--- src/rtl/unidade_controle_multiciclo.sv ---
// Multicycle control FSM for the 8-bit CPU: fetch/decode/execute/writeback sequencing,
// datapath enables, ALU op select and a memory-wait watchdog that halts on timeout.
module unidade_controle_multiciclo #(
  parameter int MEM_TIMEOUT = 15
) (
  input  logic       clk,
  input  logic       rst_n,
  input  logic [3:0] opcode,
  input  logic       zero,
  input  logic       mem_ready,
  output logic       mem_req,
  output logic       mem_we,
  output logic       addr_sel,
  output logic       ir_we,
  output logic       imm_we,
  output logic       mdr_we,
  output logic       pc_inc,
  output logic       pc_load,
  output logic [1:0] Controle_ALUop,
  output logic       reg_we,
  output logic       wb_sel,
  output logic       halted,
  output logic       bus_err
);

  typedef enum logic [3:0] {
    S_IDLE, S_FETCH, S_DECODE, S_FETCH_IMM, S_EXEC, S_WB_ALU,
    S_MEM_RD, S_WB_MEM, S_MEM_WR, S_BRANCH, S_JUMP, S_HALT
  } state_t;

  localparam int TW = (MEM_TIMEOUT > 1) ? $clog2(MEM_TIMEOUT + 1) : 1;

  state_t        state_q, state_d;
  logic [TW-1:0] tmo_q, tmo_d;
  logic          berr_q, berr_d;
  logic          mem_wait;

  always_ff @(posedge clk) begin
    if (!rst_n) begin
      state_q <= S_IDLE;
      tmo_q   <= '0;
      berr_q  <= 1'b0;
    end else begin
      state_q <= state_d;
      tmo_q   <= tmo_d;
      berr_q  <= berr_d;
    end
  end

  always_comb begin
    state_d        = state_q;
    tmo_d          = tmo_q;
    berr_d         = berr_q;
    mem_wait       = 1'b0;
    mem_req        = 1'b0;
    mem_we         = 1'b0;
    addr_sel       = 1'b0;
    ir_we          = 1'b0;
    imm_we         = 1'b0;
    mdr_we         = 1'b0;
    pc_inc         = 1'b0;
    pc_load        = 1'b0;
    Controle_ALUop = 2'b00;
    reg_we         = 1'b0;
    wb_sel         = 1'b0;
    halted         = 1'b0;

    case (state_q)
      S_IDLE: state_d = S_FETCH;
      S_FETCH: begin
        mem_req = 1'b1;
        if (mem_ready) begin
          ir_we   = 1'b1;
          pc_inc  = 1'b1;
          state_d = S_DECODE;
        end else mem_wait = 1'b1;
      end
      S_DECODE: begin
        casez (opcode)
          4'b00??: state_d = S_EXEC;
          4'b01??: state_d = S_FETCH_IMM;
          4'b1111: state_d = S_HALT;
          default: state_d = S_FETCH;
        endcase
      end
      S_FETCH_IMM: begin
        mem_req = 1'b1;
        if (mem_ready) begin
          imm_we = 1'b1;
          pc_inc = 1'b1;
          // Only 01xx opcodes reach here, so the low bits pick the follow-up.
          case (opcode[1:0])
            2'b00:   state_d = S_MEM_RD;
            2'b01:   state_d = S_MEM_WR;
            2'b10:   state_d = S_BRANCH;
            default: state_d = S_JUMP;
          endcase
        end else mem_wait = 1'b1;
      end
      S_EXEC: begin
        Controle_ALUop = opcode[1:0];
        state_d        = S_WB_ALU;
      end
      S_WB_ALU: begin
        Controle_ALUop = opcode[1:0];
        reg_we         = 1'b1;
        state_d        = S_FETCH;
      end
      S_MEM_RD: begin
        mem_req  = 1'b1;
        addr_sel = 1'b1;
        if (mem_ready) begin
          mdr_we  = 1'b1;
          state_d = S_WB_MEM;
        end else mem_wait = 1'b1;
      end
      S_WB_MEM: begin
        reg_we  = 1'b1;
        wb_sel  = 1'b1;
        state_d = S_FETCH;
      end
      S_MEM_WR: begin
        mem_req  = 1'b1;
        mem_we   = 1'b1;
        addr_sel = 1'b1;
        if (mem_ready) state_d = S_FETCH;
        else mem_wait = 1'b1;
      end
      S_BRANCH: begin
        Controle_ALUop = 2'b01;
        pc_load        = zero;
        state_d        = S_FETCH;
      end
      S_JUMP: begin
        pc_load = 1'b1;
        state_d = S_FETCH;
      end
      S_HALT:  halted = 1'b1;
      default: state_d = S_IDLE;
    endcase

    // The wait that would bring the counter to MEM_TIMEOUT trips the watchdog;
    // a mem_ready in that cycle means no wait, so it wins.
    if (mem_wait) begin
      if (MEM_TIMEOUT != 0 && int'(tmo_q) == MEM_TIMEOUT - 1) begin
        state_d = S_HALT;
        berr_d  = 1'b1;
      end else tmo_d = tmo_q + 1'b1;
    end
    if (state_d != state_q) tmo_d = '0;
  end

  assign bus_err = berr_q;

endmodule
--- config.mk ---
export PLATFORM = sky130hd
export DESIGN_NAME = unidade_controle_multiciclo
export DESIGN_NICKNAME = d
export VERILOG_FILES = /design/src/rtl/unidade_controle_multiciclo.sv
export SDC_FILE = /design/constraint.sdc
export NUM_CORES = 1
export LEC_CHECK = 0
export ABC_AREA = 1
export CAP_MARGIN = 20
export CORE_AREA = 3 3 45 63
export CTS_CLUSTER_DIAMETER = 30
export CTS_CLUSTER_SIZE = 25
export DETAILED_ROUTE_END_ITERATION = 7
export DIE_AREA = 0 0 48 66
export PLACE_DENSITY_LB_ADDON = 0.08
export SLEW_MARGIN = 15
export SYNTH_ARGS = -nofsm -noshare
export SYNTH_HDL_FRONTEND = slang
export SYNTH_SLANG_ARGS = --single-unit
--- constraint.sdc ---
create_clock -name clk -period 2.5 [get_ports clk]
set_clock_uncertainty 0.15 [all_clocks]
set_input_delay 0.75 -clock clk [delete_from_list [all_inputs] [get_ports clk]]
set_output_delay 0.75 -clock clk [all_outputs]
set_load 0.02 [all_outputs]
==> results.sh, run 1 <==
export IMPL_status="finished, final reports clean"
export IMPL_setup_worst_path_end_class="output pin"
export IMPL_postRouteWirelength_mm=2.44
export IMPL_critPathTopFamily="buffers and inverters"
export IMPL_num_vias=1069
export IMPL_placement_rows=21
export IMPL_worstPathBufferInverterCount=3
export IMPL_avgSynthCellArea_um2=5.83
export IMPL_critical_path_depth=4
export IMPL_final_layout_size_suffix_gt1_share_pct=24.0
export IMPL_cts_buffer_count=3
export IMPL_crit_slowest_cell="clkdlybuf4s15_2"
export IMPL_whs_path_depth=2
export IMPL_place_worst_setup_slack_ns=-0.565
export IMPL_uppermost_layer_routed="met4"
export IMPL_p_per_area_nw_per_um2=370
export IMPL_n_fill_cell=252
export IMPL_pwr_share_clk_pct=23.2
export IMPL_timing_max_transition_violations_final=0
export IMPL_worst_endpoint_required_ns=1.60
export IMPL_path_max_fanout=3
export IMPL_tritoncts="built"
export IMPL_critPathMaxStageDelay_ns=0.29
export IMPL_synthTopCellsByArea="nand2_1 (20%), dfxtp_1 (20%), nor2_1 (9.4%)"
export IMPL_max_slew_worst_pin_slew_ns=0.284
export IMPL_via_per_inst=4.79
export IMPL_start_util_pct=38.7
export IMPL_drc=0
export IMPL_postLayoutCellArea_um2=1290
export IMPL_post_synth_instance_area_um2=915
export IMPL_synth_compound_area_share_pct=4.92
export IMPL_p_comb_share_pct=43.8
export IMPL_wl_met2_mm=1.35
export IMPL_grt_setup_unrepaired="no"
export IMPL_p_int_uw=310
export IMPL_drt_iter0_markers=38
export IMPL_grt_max_degree=11
export IMPL_routedWlPerCell_um=11.0
export IMPL_port_buffers=21
export IMPL_period_needed_ns=2.43
export IMPL_total_setup_violations_reported_at_the_end_of_the_flow=0
export IMPL_place_detailed_hpwl_mm=2.09
export IMPL_routability_driven_placement_congestion_ratio=0.894
export IMPL_rr_worst_depth=11
export IMPL_timing_max_cap_violations=0
export IMPL_clock_insertion_delay_worst_skew_ns=0.26
export IMPL_vdd_drop_max_v=0.000162
export IMPL_die_area_um2=3170
export IMPL_global_route_usage_total_pct=17.6
export IMPL_dieWidth_um=48
export IMPL_syn_instance_count=157
export IMPL_p_leak_uw=0.000753
export IMPL_yosysTopAreaCellShare_pct=20.1
export IMPL_synthesis_yosys_warnings=0
export IMPL_yosysTopAreaCell="nand2_1"
export IMPL_ctsRootBufferMaster="clkbuf_4"
export IMPL_area_growth_syn_to_layout_pct=41.5
export IMPL_power_switching_uw=169
export IMPL_clkTransAtPathRegs_ns=0.05
export IMPL_route_met3_wl_um=62
export IMPL_max_freq_ghz=0.411
export IMPL_netSwitchingFraction_pct=35.3
export IMPL_global_route_wire_length_before_repair_mm=4.09
export IMPL_place_area_um2=1280
export IMPL_final_setup_worst_slack_ns=0.0697
export IMPL_clock_tree_htree_level_count=1
export IMPL_ioPinCount=22
export IMPL_synth_nets=171
export IMPL_min_path_type="reg2reg"
export IMPL_synth_adder_area_share_pct=8.21
export IMPL_n_antenna_cell=0
export IMPL_clock_sinks=9
export IMPL_via_count_of_the_first_global_routing_pass=1089
export IMPL_drtPass1Iterations=4
export IMPL_cts_root_to_sink_buffers=2
export IMPL_worst_endpoint_arrival_ns=1.53
export IMPL_start_kind="input port"
export IMPL_design_final_nets=215
export IMPL_synth_seq_cells=9
export IMPL_synthXorXnorAreaFrac_pct=2.87
export IMPL_routedLengthMet1_um=948
export IMPL_timing_critical_path_cells="dlygate4sd2_1, inv_2, nor3_1, clkdlybuf4s15_2"
export IMPL_grt_antenna_before_repair=0
export IMPL_yosys_mux_area_fraction_pct=0
export IMPL_die_height_um=66
export IMPL_synth_top_family_by_area="simple AND/OR/NAND/NOR gates"
export IMPL_sequentialPowerShare_pct=33.0
export IMPL_register_area_um2=183
export IMPL_area_of_combinational_cells_with_multiple_inputs_um2=616
export IMPL_postRouteAntennaNets=0
export IMPL_slew_headroom_pct=81.0
export IMPL_global_route_overflow_total=0
export IMPL_critical_path_class="in2out"
export IMPL_simple_gate_portion_of_the_synthesized_area_pct=51.0
export IMPL_ys_types=20
export IMPL_share_of_the_clock_period_used_by_the_worst_path_pct=97.2
export IMPL_core_region_area_um2=2360
export IMPL_hold_viol_final=0
export IMPL_synth_yosys_seq_area_share_pct=19.7
[power by group through the flow]
stage	Clock, uW	Sequential [uW]	Combinational, uW
floorplan	0	156	122
global placement	0	161	209
detailed placement	0	160	211
CTS	117	158	211
global route	121	158	234
finish	111	158	210
[layout make-up]
class                   count  area share, %
clock buffers               4           2.03
repair buffers             42           26.8
flip-flops and latches      9           14.1
multi-input cells         120           47.6
well taps                  23           2.22
inverters                  25           7.25
[cell families (layout without fill, tap and decap cells)]
family                   count (synthesis)  in the layout
AND/OR/NAND/NOR                        102            102
flip-flops                               9              9
buffers and inverters                   28             71
adder cells (fa/ha/maj)                  6              6
AO/OA/AOI/OAI                            9              9
XOR/XNOR                                 3              3
[worst paths after layout]
check,end,startpoint,slack (ns)
setup / recovery,imm_we,mem_ready,0.07
hold / removal,bus_err$_SDFFE_PN0P_,bus_err$_SDFFE_PN0P_,0.30
setup reg to reg,tmo_q[3]$_SDFFE_PP0P_,state_q[2]$_SDFF_PN0_,0.64
hold reg to reg,bus_err$_SDFFE_PN0P_,bus_err$_SDFFE_PN0P_,0.30
[cell usage after synthesis]
cell type,number
nand3_2,1
nor2_1,23
dfxtp_1,9
nand3_1,17
inv_1,20
o21ai_0,4
buf_6,2
buf_2,1
nor2_2,3
xor2_1,2
ha_1,6
nand4_1,2
nor2_4,1
nand2_2,3
nand2_1,49
xnor2_1,1
a21oi_1,5
inv_2,5
nand3_4,2
nor3_1,1
[layout by cell type, fill, tap and decap left out, types with 2 or more instances in the layout]
master,netlist,layout
inv_2,5,5
clkbuf_4,0,3
nand2_2,3,3
dfxtp_1,9,7
a21oi_1,5,5
dlygate4sd2_1,0,10
buf_2,1,4
inv_1,20,20
nand2_1,49,49
nand3_1,17,17
ha_1,6,6
clkdlybuf4s50_1,0,5
buf_4,0,21
nor2_2,3,4
o21ai_0,4,3
dfxtp_2,0,2
nand4_1,2,2
nor2_1,23,22
xor2_1,2,2
nand3_4,2,2
[through the flow]
step	TNS (ns)	cells	hold WS, ns	total power, uW	utilization (%)
final	0	223	0.304	479	54.7
after floorplan	0	157	0.353	278	-
after global routing	0	223	0.336	513	54.7
after global placement	-4.52	217	0.290	369	54.2
after detailed placement	-4.69	217	0.300	372	54.2
after CTS	0	223	0.309	486	54.7
[worst register-to-register path: cells and delay by family, from the launching register on]
family,cells,cell delay (ns)
flops,1,0.34
simple gates,9,1.01
buf+inv,2,0.29
[state kept, by name, indices dropped and copies added (netlist names)]
name / flops
bus_err: 1
state_q: 4
tmo_q: 4
[routing by layer]
metal / vias to the layer above / track usage (%)
met4: 0 / 10.8
met1: 467 / 16.9
met2: 25 / 33.8
met3: 9 / 0
li1: 568 / -
met5: - / 0
[repair_timing]
action,CTS,global route
setup endpoints to repair,17,3
hold buffers,0,0
pin swaps,4,0
buffers inserted,2,0
resized for setup,39,1
Power figures use the tool's default switching activity.
==> inputs of run 2 (changes only) <==
--- a/config.mk
+++ b/config.mk
@@ -12,6 +12,7 @@
 export CTS_CLUSTER_SIZE = 25
 export DETAILED_ROUTE_END_ITERATION = 7
 export DIE_AREA = 0 0 48 66
+export HOLD_SLACK_MARGIN = 0.12
 export PLACE_DENSITY_LB_ADDON = 0.08
 export SLEW_MARGIN = 15
 export SYNTH_ARGS = -nofsm -noshare
==> results of run 2 <==
No change in the layout: final DEF, timing and power equal those of run 1.
==> inputs of run 3 (changes only) <==
--- a/config.mk
+++ b/config.mk
@@ -13,7 +13,7 @@
 export DETAILED_ROUTE_END_ITERATION = 7
 export DIE_AREA = 0 0 48 66
 export HOLD_SLACK_MARGIN = 0.12
-export PLACE_DENSITY_LB_ADDON = 0.08
+export PLACE_DENSITY_LB_ADDON = 0.3
 export SLEW_MARGIN = 15
 export SYNTH_ARGS = -nofsm -noshare
 export SYNTH_HDL_FRONTEND = slang
==> run 3 against run 2 <==
  * Non-clock buffer count grew 2
  * Die area stayed put
  * Worst setup slack improved by 0.0050 ns
  * Cell area up 0.87%
  * Flip-flop and latch count is the same
  * Maximum frequency rose by 0.21%
  * Count of clock-buffer cells in the layout is the same
  * Worst hold slack got worse by 0.0034 ns
  * Utilization is 0.48 points higher
  * Combinational power increased by 3%
  * Critical path type unchanged
  * Largest power group unchanged
==> results.sh, run 3 (synthesized netlist as in run 1, its figures left out) <==
export IMPL_slew_headroom_pct=80.0
export IMPL_timing_max_transition_violations_final=0
export IMPL_p_per_area_nw_per_um2=369
export IMPL_postRouteWirelength_mm=2.43
export IMPL_timing_max_cap_violations=0
export IMPL_p_leak_uw=0.000768
export IMPL_dieWidth_um=48
export IMPL_status="finished, final reports clean"
export IMPL_period_needed_ns=2.43
export IMPL_grt_antenna_before_repair=0
export IMPL_cts_buffer_count=3
export IMPL_crit_slowest_cell="dlygate4sd2_1"
export IMPL_worst_endpoint_arrival_ns=1.53
export IMPL_path_max_fanout=4
export IMPL_critPathTopFamily="buffers and inverters"
export IMPL_clock_sinks=9
export IMPL_via_count_of_the_first_global_routing_pass=1061
export IMPL_drt_iter0_markers=15
export IMPL_place_area_um2=1300
export IMPL_final_layout_size_suffix_gt1_share_pct=25.2
export IMPL_area_growth_syn_to_layout_pct=42.7
export IMPL_clock_tree_htree_level_count=1
export IMPL_drc=0
export IMPL_design_final_nets=217
export IMPL_final_instance_count_excl_fillers=225
export IMPL_placement_rows=21
export IMPL_n_antenna_cell=0
export IMPL_clkTransAtPathRegs_ns=0.06
export IMPL_timing_critical_path_cells="dlygate4sd2_1, inv_2, nor2_1, dlygate4sd2_1"
export IMPL_setup_worst_path_end_class="output pin"
export IMPL_worstPathBufferInverterCount=3
export IMPL_port_buffers=21
export IMPL_cts_root_to_sink_buffers=2
export IMPL_place_detailed_hpwl_mm=2.07
export IMPL_routability_driven_placement_congestion_ratio=0.837
export IMPL_dp_cells=220
export IMPL_register_area_um2=181
export IMPL_via_per_inst=4.72
export IMPL_global_route_wire_length_before_repair_mm=4.31
export IMPL_global_route_usage_total_pct=17.7
export IMPL_hold_viol_final=0
export IMPL_most_common_layout_cells="nand2_1 (49), nor2_1 (22), buf_4 (22), inv_1 (20), nand3_1 (16)"
export IMPL_ctsRootBufferMaster="clkbuf_4"
export IMPL_share_of_the_clock_period_used_by_the_worst_path_pct=97.0
export IMPL_worst_endpoint_required_ns=1.60
export IMPL_max_slew_worst_pin_slew_ns=0.298
export IMPL_timing_critical_path_mode_cell="dlygate4sd2_1"
export IMPL_die_height_um=66
export IMPL_die_area_um2=3170
export IMPL_grt_setup_unrepaired="no"
export IMPL_total_setup_violations_reported_at_the_end_of_the_flow=0
export IMPL_postRouteAntennaNets=0
export IMPL_clock_insertion_delay_worst_skew_ns=0.25
export IMPL_critical_path_class="in2out"
export IMPL_start_kind="input port"
export IMPL_area_of_combinational_cells_with_multiple_inputs_um2=626
export IMPL_postLayoutCellArea_um2=1310
export IMPL_routedWlPerCell_um=10.8
export IMPL_vdd_drop_max_v=0.000200
export IMPL_num_vias=1061
export IMPL_start_util_pct=38.7
export IMPL_n_fill_cell=253
export IMPL_grt_max_degree=11
export IMPL_core_region_area_um2=2360
export IMPL_ioPinCount=22
export IMPL_tritoncts="built"
export IMPL_critPathMaxStageDelay_ns=0.34
export IMPL_min_path_type="reg2reg"
export IMPL_drtPass1Iterations=4
export IMPL_layout_commonest_cell="nand2_1"
export IMPL_global_route_overflow_total=0
export IMPL_max_freq_ghz=0.412
## run 3: layout make-up
cell class,count,area share (%)
clock buffers,4,2.01
inverters,25,7.19
multi-input cells,120,47.9
flip-flops and latches,9,13.9
well taps,23,2.21
repair buffers,44,26.7
## run 3: metrics by stage
step                      hold WS [ns]  setup WS [ns]  total power, uW  util, %  TNS (ns)
after CTS                        0.302        0.00755              485     55.6         0
final                            0.301         0.0747              481     55.2         0
after global routing             0.333        0.00101              518     55.2         0
after global placement           0.289         -0.544              377     55.1     -4.58
after floorplan                  0.353          0.186              278        -         0
after detailed placement         0.292         -0.572              379     55.1     -4.74
## run 3: worst register-to-register path: cells and delay by family (launching register included)
kind,cells,cell delay [ns]
AND/OR/NAND/NOR,9,1.01
flip-flops,1,0.35
buffers and inverters,2,0.29
## run 3: timing repair
| item | 4_1_cts | 5_1_grt |
|---|---|---|
| hold endpoints to repair | 0 | 0 |
| setup buffers | 1 | 0 |
| endpoints found under the setup margin | 17 | 4 |
| cloned | 0 | 0 |
| hold buffers | 0 | 0 |
| gates resized for setup | 39 | 4 |
| pin swaps | 4 | 0 |
## run 3: report_power, final
group	switching (uW)	internal, uW
Clock	46.6	61.2
Combinational	114	102
Sequential	7.70	150
## run 3: layer usage
metal	part of all wire (%)	GRT usage [%]	vias to the layer above
met4	0	2.02	0
met3	3.6	2.18	0
li1	-	-	571
met2	53	32.3	19
met5	0	0	-
met1	43	21.6	471
## run 3: worst paths after layout
kind | startpoint | slack (ns) | endpoint | cells after the start
setup / recovery | mem_ready | 0.07 | pc_inc | 4
setup reg to reg | state_q[2]$_SDFF_PN0_ | 0.64 | tmo_q[1]$_SDFFE_PP0P_ | 11
hold / removal | bus_err$_SDFFE_PN0P_ | 0.30 | bus_err$_SDFFE_PN0P_ | 2
hold reg to reg | bus_err$_SDFFE_PN0P_ | 0.30 | bus_err$_SDFFE_PN0P_ | 2
